==> src/rtl/nes_loader_pkg.sv <==
// Shared types and constants for the iNES ROM loader: FSM states, magic, unit sizes, error codes.
package nes_loader_pkg;

  typedef enum logic [3:0] {
    ST_IDLE,
    ST_HDR,
    ST_TRAINER,
    ST_PRG_BYTE,
    ST_CHR_BYTE,
    ST_ISSUE,
    ST_WAIT_BUSY,
    ST_WAIT_IDLE,
    ST_DONE,
    ST_ERROR
  } state_t;

  // "NES\x1A", header byte 0 in bits [7:0]
  localparam logic [31:0] INES_MAGIC = 32'h1A53454E;

  localparam int unsigned PRG_UNIT_SIZE = 16384;
  localparam int unsigned CHR_UNIT_SIZE = 8192;
  localparam int unsigned TRAINER_LEN   = 512;

  localparam logic [1:0] ERR_NONE     = 2'd0;
  localparam logic [1:0] ERR_MAGIC    = 2'd1;
  localparam logic [1:0] ERR_PRG_SIZE = 2'd2;
  localparam logic [1:0] ERR_CHR_SIZE = 2'd3;

endpackage

==> src/rtl/ines_header_parser.sv <==
// Walks the 16-byte iNES header: checks magic, captures size/flag fields, and
// flags ok/error combinationally on the accepting cycle of the deciding byte.
module ines_header_parser
  import nes_loader_pkg::*;
#(
  parameter int unsigned PRG_MAX_UNITS = 32,
  parameter int unsigned CHR_MAX_UNITS = 64
) (
  input  logic       clk,
  input  logic       reset,
  input  logic       i_clear,
  input  logic       i_accept,
  input  logic [7:0] i_data,
  output logic       o_hdr_ok,
  output logic       o_hdr_err,
  output logic [1:0] o_err_code,
  output logic [7:0] o_prg_units,
  output logic [7:0] o_chr_units,
  output logic [7:0] o_mapper,
  output logic       o_mirroring,
  output logic       o_four_screen,
  output logic       o_trainer
);

  localparam logic [7:0] PRG_MAX8 = 8'(PRG_MAX_UNITS);
  localparam logic [7:0] CHR_MAX8 = 8'(CHR_MAX_UNITS);

  logic [3:0] r_idx;
  logic [7:0] r_prg;
  logic [7:0] r_chr;
  logic [3:0] r_map_lo;
  logic [3:0] r_map_hi;
  logic       r_mirror;
  logic       r_four;
  logic       r_trainer;

  logic w_magic_bad;
  logic w_prg_bad;
  logic w_chr_bad;
  logic w_last;

  always_ff @(posedge clk) begin
    if (reset || i_clear) begin
      r_idx     <= '0;
      r_prg     <= '0;
      r_chr     <= '0;
      r_map_lo  <= '0;
      r_map_hi  <= '0;
      r_mirror  <= 1'b0;
      r_four    <= 1'b0;
      r_trainer <= 1'b0;
    end else if (i_accept) begin
      r_idx <= r_idx + 4'd1;
      case (r_idx)
        4'd4: r_prg <= i_data;
        4'd5: r_chr <= i_data;
        4'd6: begin
          r_map_lo  <= i_data[7:4];
          r_four    <= i_data[3];
          r_trainer <= i_data[2];
          r_mirror  <= i_data[0];
        end
        4'd7:    r_map_hi <= i_data[7:4];
        default: ;
      endcase
    end
  end

  assign w_magic_bad = (r_idx < 4'd4) && (i_data != INES_MAGIC[{r_idx[1:0], 3'b000} +: 8]);
  assign w_prg_bad   = (r_prg == 8'd0) || (r_prg > PRG_MAX8);
  assign w_chr_bad   = (r_chr > CHR_MAX8);
  assign w_last      = (r_idx == 4'd15);

  assign o_hdr_err = i_accept && (w_magic_bad || (w_last && (w_prg_bad || w_chr_bad)));
  assign o_hdr_ok  = i_accept && w_last && !w_prg_bad && !w_chr_bad;

  always_comb begin
    o_err_code = ERR_NONE;
    if (w_magic_bad)    o_err_code = ERR_MAGIC;
    else if (w_prg_bad) o_err_code = ERR_PRG_SIZE;
    else if (w_chr_bad) o_err_code = ERR_CHR_SIZE;
  end

  assign o_prg_units   = r_prg;
  assign o_chr_units   = r_chr;
  assign o_mapper      = {r_map_hi, r_map_lo};
  assign o_mirroring   = r_mirror;
  assign o_four_screen = r_four;
  assign o_trainer     = r_trainer;

endmodule

==> src/rtl/nes_rom_loader.sv <==
// iNES image loader: parses the header, skips the trainer, and writes PRG/CHR
// bytes one at a time through the memory controller request interface.
module nes_rom_loader
  import nes_loader_pkg::*;
#(
  parameter int unsigned PRG_MAX_UNITS  = 32,
  parameter int unsigned CHR_MAX_UNITS  = 64,
  parameter logic [21:0] CHR_BASE       = 22'h200000,
  parameter logic [21:0] PRG_BASE       = 22'h000000,
  parameter int unsigned PRG_UNIT_BYTES = PRG_UNIT_SIZE,
  parameter int unsigned CHR_UNIT_BYTES = CHR_UNIT_SIZE
) (
  input  logic        clk,
  input  logic        reset,
  input  logic        start,
  input  logic        in_valid,
  input  logic [7:0]  in_data,
  output logic        in_ready,
  output logic        mem_write,
  output logic [21:0] mem_addr,
  output logic [7:0]  mem_din,
  input  logic        mem_busy,
  output logic        loading,
  output logic        done,
  output logic        error,
  output logic [1:0]  err_code,
  output logic [7:0]  mapper,
  output logic        mirroring,
  output logic        four_screen,
  output logic        chr_ram,
  output logic [7:0]  prg_units
);

  state_t      r_state;
  logic [19:0] r_cnt;
  logic        r_in_chr;
  logic [21:0] r_addr;
  logic [7:0]  r_din;
  logic        r_loading;
  logic        r_done;
  logic        r_error;
  logic [1:0]  r_err_code;
  logic [7:0]  r_mapper;
  logic        r_mirroring;
  logic        r_four_screen;
  logic        r_chr_ram;
  logic [7:0]  r_prg_units;

  logic        w_accept;
  logic        w_start_ok;
  logic        w_hdr_ok;
  logic        w_hdr_err;
  logic [1:0]  w_err_code;
  logic [7:0]  w_prg_units;
  logic [7:0]  w_chr_units;
  logic [7:0]  w_mapper;
  logic        w_mirroring;
  logic        w_four_screen;
  logic        w_trainer;
  logic        w_chr_zero;
  logic [19:0] w_prg_last;
  logic [19:0] w_chr_last;
  logic        w_region_last;

  ines_header_parser #(
    .PRG_MAX_UNITS(PRG_MAX_UNITS),
    .CHR_MAX_UNITS(CHR_MAX_UNITS)
  ) u_hdr (
    .clk          (clk),
    .reset        (reset),
    .i_clear      (w_start_ok),
    .i_accept     (w_accept && (r_state == ST_HDR)),
    .i_data       (in_data),
    .o_hdr_ok     (w_hdr_ok),
    .o_hdr_err    (w_hdr_err),
    .o_err_code   (w_err_code),
    .o_prg_units  (w_prg_units),
    .o_chr_units  (w_chr_units),
    .o_mapper     (w_mapper),
    .o_mirroring  (w_mirroring),
    .o_four_screen(w_four_screen),
    .o_trainer    (w_trainer)
  );

  assign in_ready = (r_state == ST_HDR) || (r_state == ST_TRAINER) ||
                    (r_state == ST_PRG_BYTE) || (r_state == ST_CHR_BYTE);
  assign w_accept   = in_valid && in_ready;
  assign w_start_ok = start && ((r_state == ST_IDLE) || (r_state == ST_DONE) || (r_state == ST_ERROR));

  assign w_chr_zero    = (w_chr_units == 8'd0);
  assign w_prg_last    = 20'(32'(w_prg_units) * PRG_UNIT_BYTES - 32'd1);
  assign w_chr_last    = 20'(32'(w_chr_units) * CHR_UNIT_BYTES - 32'd1);
  assign w_region_last = r_in_chr ? (r_cnt == w_chr_last) : (r_cnt == w_prg_last);

  // Gated by the live busy flag so a request is never presented while the controller is occupied.
  assign mem_write = (r_state == ST_ISSUE) && !mem_busy;

  always_ff @(posedge clk) begin
    if (reset) begin
      r_state       <= ST_IDLE;
      r_cnt         <= '0;
      r_in_chr      <= 1'b0;
      r_addr        <= '0;
      r_din         <= '0;
      r_loading     <= 1'b0;
      r_done        <= 1'b0;
      r_error       <= 1'b0;
      r_err_code    <= ERR_NONE;
      r_mapper      <= '0;
      r_mirroring   <= 1'b0;
      r_four_screen <= 1'b0;
      r_chr_ram     <= 1'b0;
      r_prg_units   <= '0;
    end else begin
      case (r_state)
        ST_IDLE, ST_DONE, ST_ERROR: begin
          if (start) begin
            r_done     <= 1'b0;
            r_error    <= 1'b0;
            r_err_code <= ERR_NONE;
            r_cnt      <= '0;
            r_in_chr   <= 1'b0;
            r_loading  <= 1'b1;
            r_state    <= ST_HDR;
          end
        end
        ST_HDR: begin
          if (w_hdr_err) begin
            r_err_code <= w_err_code;
            r_error    <= 1'b1;
            r_loading  <= 1'b0;
            r_state    <= ST_ERROR;
          end else if (w_hdr_ok) begin
            r_cnt   <= '0;
            r_state <= w_trainer ? ST_TRAINER : ST_PRG_BYTE;
          end
        end
        ST_TRAINER: begin
          if (w_accept) begin
            if (r_cnt == 20'(TRAINER_LEN - 1)) begin
              r_cnt   <= '0;
              r_state <= ST_PRG_BYTE;
            end else begin
              r_cnt <= r_cnt + 20'd1;
            end
          end
        end
        ST_PRG_BYTE, ST_CHR_BYTE: begin
          if (w_accept) begin
            r_din   <= in_data;
            r_addr  <= (r_in_chr ? CHR_BASE : PRG_BASE) + {2'b00, r_cnt};
            r_state <= ST_ISSUE;
          end
        end
        ST_ISSUE: begin
          if (!mem_busy) r_state <= ST_WAIT_BUSY;
        end
        ST_WAIT_BUSY: begin
          if (mem_busy) r_state <= ST_WAIT_IDLE;
        end
        ST_WAIT_IDLE: begin
          if (!mem_busy) begin
            if (!w_region_last) begin
              r_cnt   <= r_cnt + 20'd1;
              r_state <= r_in_chr ? ST_CHR_BYTE : ST_PRG_BYTE;
            end else if (!r_in_chr && !w_chr_zero) begin
              r_cnt    <= '0;
              r_in_chr <= 1'b1;
              r_state  <= ST_CHR_BYTE;
            end else begin
              r_done        <= 1'b1;
              r_loading     <= 1'b0;
              r_mapper      <= w_mapper;
              r_mirroring   <= w_mirroring;
              r_four_screen <= w_four_screen;
              r_chr_ram     <= w_chr_zero;
              r_prg_units   <= w_prg_units;
              r_state       <= ST_DONE;
            end
          end
        end
        default: r_state <= ST_IDLE;
      endcase
    end
  end

  assign mem_addr    = r_addr;
  assign mem_din     = r_din;
  assign loading     = r_loading;
  assign done        = r_done;
  assign error       = r_error;
  assign err_code    = r_err_code;
  assign mapper      = r_mapper;
  assign mirroring   = r_mirroring;
  assign four_screen = r_four_screen;
  assign chr_ram     = r_chr_ram;
  assign prg_units   = r_prg_units;

endmodule

==> config.mk <==
export PLATFORM = sky130hd
export DESIGN_NAME = nes_rom_loader
export DESIGN_NICKNAME = d
export VERILOG_FILES = /design/src/rtl/nes_loader_pkg.sv /design/src/rtl/ines_header_parser.sv /design/src/rtl/nes_rom_loader.sv
export SDC_FILE = /design/constraint.sdc
export NUM_CORES = 1
export LEC_CHECK = 0
export BUFFER_PORTS_ARGS = -buffer_cell sky130_fd_sc_hd__buf_2
export CAP_MARGIN = 0
export CORE_AREA = 2 2 129 131
export CTS_BUF_LIST = sky130_fd_sc_hd__clkbuf_4
export DETAILED_ROUTE_END_ITERATION = 8
export DIE_AREA = 0 0 131 133
export GPL_ROUTABILITY_DRIVEN = 0
export PLACE_DENSITY_LB_ADDON = 0.25
export SETUP_SLACK_MARGIN = 0.02
export SKIP_LAST_GASP = 1
export SYNTH_ARGS = -nofsm -noshare
export SYNTH_HDL_FRONTEND = slang
export SYNTH_SLANG_ARGS = --single-unit
==> constraint.sdc <==
create_clock -name clk -period 3.84 [get_ports clk]
set_input_delay 0.576 -clock clk [delete_from_list [all_inputs] [get_ports clk]]
set_output_delay 0.576 -clock clk [all_outputs]
set_load 0.005 [all_outputs]
==> impl_results.md <==
* Nets@finish at 706
* Detailed Route WL at 14.0 mm
* Capturing element type of the critical path: flip-flop
* Setup Buffers After CTS at 0
* Worst Path Arrival at 3.57 ns
* Die X at 131 um
* Initial drt markers at 303
* Post-cts resize count at 0
* CTS H-Tree Depth at 3
* Peak supply drop at 145 uV
* Synth cell types at 68
* Power after layout at 2.24 mW
* Port buffer count at 67
* Async SR Flop Fraction at 0%
* FMAX at 0.312 GHz
* Max_cap viols at 0
* Maximum fanout along the worst path at 20
* DR vias at 4649
* RSZ-0062 raised after global routing: false
* Post-synthesis cell count at 642
* Cts-stage hold buffer count at 0
* Relative max-transition margin at 46.9%
* Initial cell density of the core at 34.0%
* DR WL/cell at 15.4 um
* Critical path class: flip-flop to flip-flop
* Largest net degree at the start of global routing at 33
* CP Buf/Inv Count at 2
* CTS max path bufs at 2
* Non-filler cells, final at 909
* TritonCTS buffer count at 9
* Final period demand of the worst path at 3.21 ns
* Syn Nets at 665
* Vias per cell at 5.11
* Ports at 69
* DRT Pass-1 Iters at 4
* Leading area contributor after synthesis: dfxtp_1
* # rows at 47
* Synth area leaders: dfxtp_1 (40%), mux2i_1 (9.5%), nor2_1 (5.3%)
* CTS clk-pin slew, worst paths at 0.18 ns
* Post-synth top area share at 39.7%
* Crit path launch type: flip-flop
* Total global-route track usage at 16.6%
* Fin util at 37.7%
* Clk_skew at 0.0261 ns
* Die H at 133 um
* TritonCTS clock tree: done
* Mapped cell area at 0.00550 mm^2
* Antenna-violating nets left at 0
* Number of synthesized flops with an enable pin at 0
* Sink Count at 109
* Most used DFF post-synth: dfxtp_1
* Initial antenna violation count at 1
* Vias in the first global route at 4487
* Die ar. at 0.0174 mm^2
* Crit path required time at 4.21 ns
* Crit share post-route at 83.5%
* Slew @ Worst Pin at 0.794 ns
* PwrDens at 368 mW/mm^2
* Syn avg cell area at 8.57 um^2
* Total negative setup slack at 0 ns
* CP top delay family: compound AO/OA/AOI/OAI gates
* Slowest CP cell: dfxtp_1
* Root buffer cell: clkbuf_4
* Worst-Skew Late Latency at 0.50 ns
* Detailed Place HPWL at 9.89 mm
* Final slew viol count at 0
* Critical path, cell by cell: inv_1, nor4_1, a31oi_1, a2111oi_4, a41oi_4, nand2_1, buf_4, o31ai_1
* Leak at 2.37 nW
* HP Class: primary input to flip-flop
* Layout cells sized above 1 at 16.3%
* Final setup viols at 0
* Run status: finished, final reports clean
* CP max stage delay at 0.75 ns
* First-pass GRT wire length at 23.0 mm
* Top-count cell post-synth: dfxtp_1
* Inst Count DP at 892
* Synthesized flop and latch total at 109
* Core area at 0.0162 mm^2
* Detailed-route DRC error count at 0
* Total grt overflow at 0
* Area growth syn-to-layout at 10.7%
* Hold Vio Cnt, Final at 0
* Synth warnings at 0
* Post-synthesis sequential area ratio at 39.7%
* Synth top cells by count: dfxtp_1 (109), nor2_1 (78), nand2_1 (62)
==> through the flow <==
stage	setup slack (ns)	hold slack, ns	area, um^2
final	0.635	0.365	6090
after global routing	0.353	0.348	6090
after CTS	0.674	0.328	6090
after detailed placement	0.735	0.450	5970
after global placement	0.799	0.443	5970
after floorplan	1.34	0.432	5500
==> placed cells by master, fill, tap and decap left out, drive strengths merged, types with 2 or more instances in the layout <==
master,count
a21boi,3
a21o,3
a21oi,38
a221oi,2
a22o,5
a22oi,16
a31oi,3
a32o,2
a32oi,2
a41oi,2
and2,12
and3,5
buf,75
clkbuf,9
clkinv,5
dfxtp,109
ha,10
inv,20
mux2i,52
nand2,62
nand2b,6
nand3,41
nand4,7
nor2,78
nor2b,12
nor3,8
nor3b,6
nor4,11
nor4b,2
o211ai,3
o21ai,12
o311ai,3
o31ai,14
or2,4
or3,4
or3b,2
xnor2,12
xor2,8
==> metal layers <==
metal | up-vias | GRT usage (%) | routed length (um) | part of all wire (%)
met5 | - | 0 | 0 | 0
met4 | 0 | 6.62 | 272 | 1.9
met3 | 20 | 3.23 | 583 | 4.2
met2 | 101 | 25.1 | 6160 | 44
met1 | 2176 | 23.1 | 6950 | 50
li1 | 2352 | - | - | -
==> area by class of cell <==
type,instances,area [um^2]
clock inverters,7,47.5
repair buffers,75,395
fillers,1667,10100
diodes,1,2.50
inverters,18,67.6
clock buffers,9,67.6
flip-flops and latches,109,2180
multi-input cells,470,3050
well taps,220,275
==> flip-flops by register name, indices dropped and copies added, names as in the netlist, 4 cells and up <==
| name | cells |
|---|---|
| mem_addr | 21 |
| r_cnt | 20 |
| mapper | 8 |
| mem_din | 8 |
| prg_units | 8 |
| u_hdr.o_chr_units | 8 |
| u_hdr.o_prg_units | 8 |
| r_state | 4 |
| u_hdr.r_idx | 4 |
| u_hdr.r_map_hi | 4 |
| u_hdr.r_map_lo | 4 |
==> worst register-to-register path, stage by stage, from the launching register on <==
cell and delay, ns:
dfxtp_1 0.75, inv_1 0.23, nor4_1 0.33, a31oi_1 0.11, a2111oi_4 0.59, a41oi_4 0.47
nand2_1 0.19, buf_4 0.28, o31ai_1 0.12
==> worst paths after layout <==
kind	from	to	slack, ns	cells past startpoint
hold / removal	in_data[1]	u_hdr.o_chr_units[1]$_SDFFE_PP0P_	0.37	3
setup reg to reg	r_in_chr$_SDFFE_PP0P_	r_cnt[18]$_SDFFE_PP0P_	0.63	8
setup / recovery	r_in_chr$_SDFFE_PP0P_	r_cnt[18]$_SDFFE_PP0P_	0.63	8
hold reg to reg	u_hdr.r_map_lo[1]$_SDFFE_PP0P_	u_hdr.r_map_lo[1]$_SDFFE_PP0P_	0.47	2
==> power breakdown <==
| group | leakage (nW) | internal, mW | switching (mW) |
|---|---|---|---|
| clock network | 0.0694 | 0.136 | 0.404 |
| logic | 1.42 | 0.177 | 0.306 |
| registers | 0.879 | 1.16 | 0.0553 |
==> cell families after synthesis <==
kind of cell / share of synthesized area [%]
simple gates: 23.6
xor+xnor: 3.18
compound gates: 16.7
other cells: 0.0682
fa+ha+maj: 2.27
mux: 9.46
flops: 39.7
buf+inv: 5.03
Note: power is estimated with default switching activity, not from simulation.
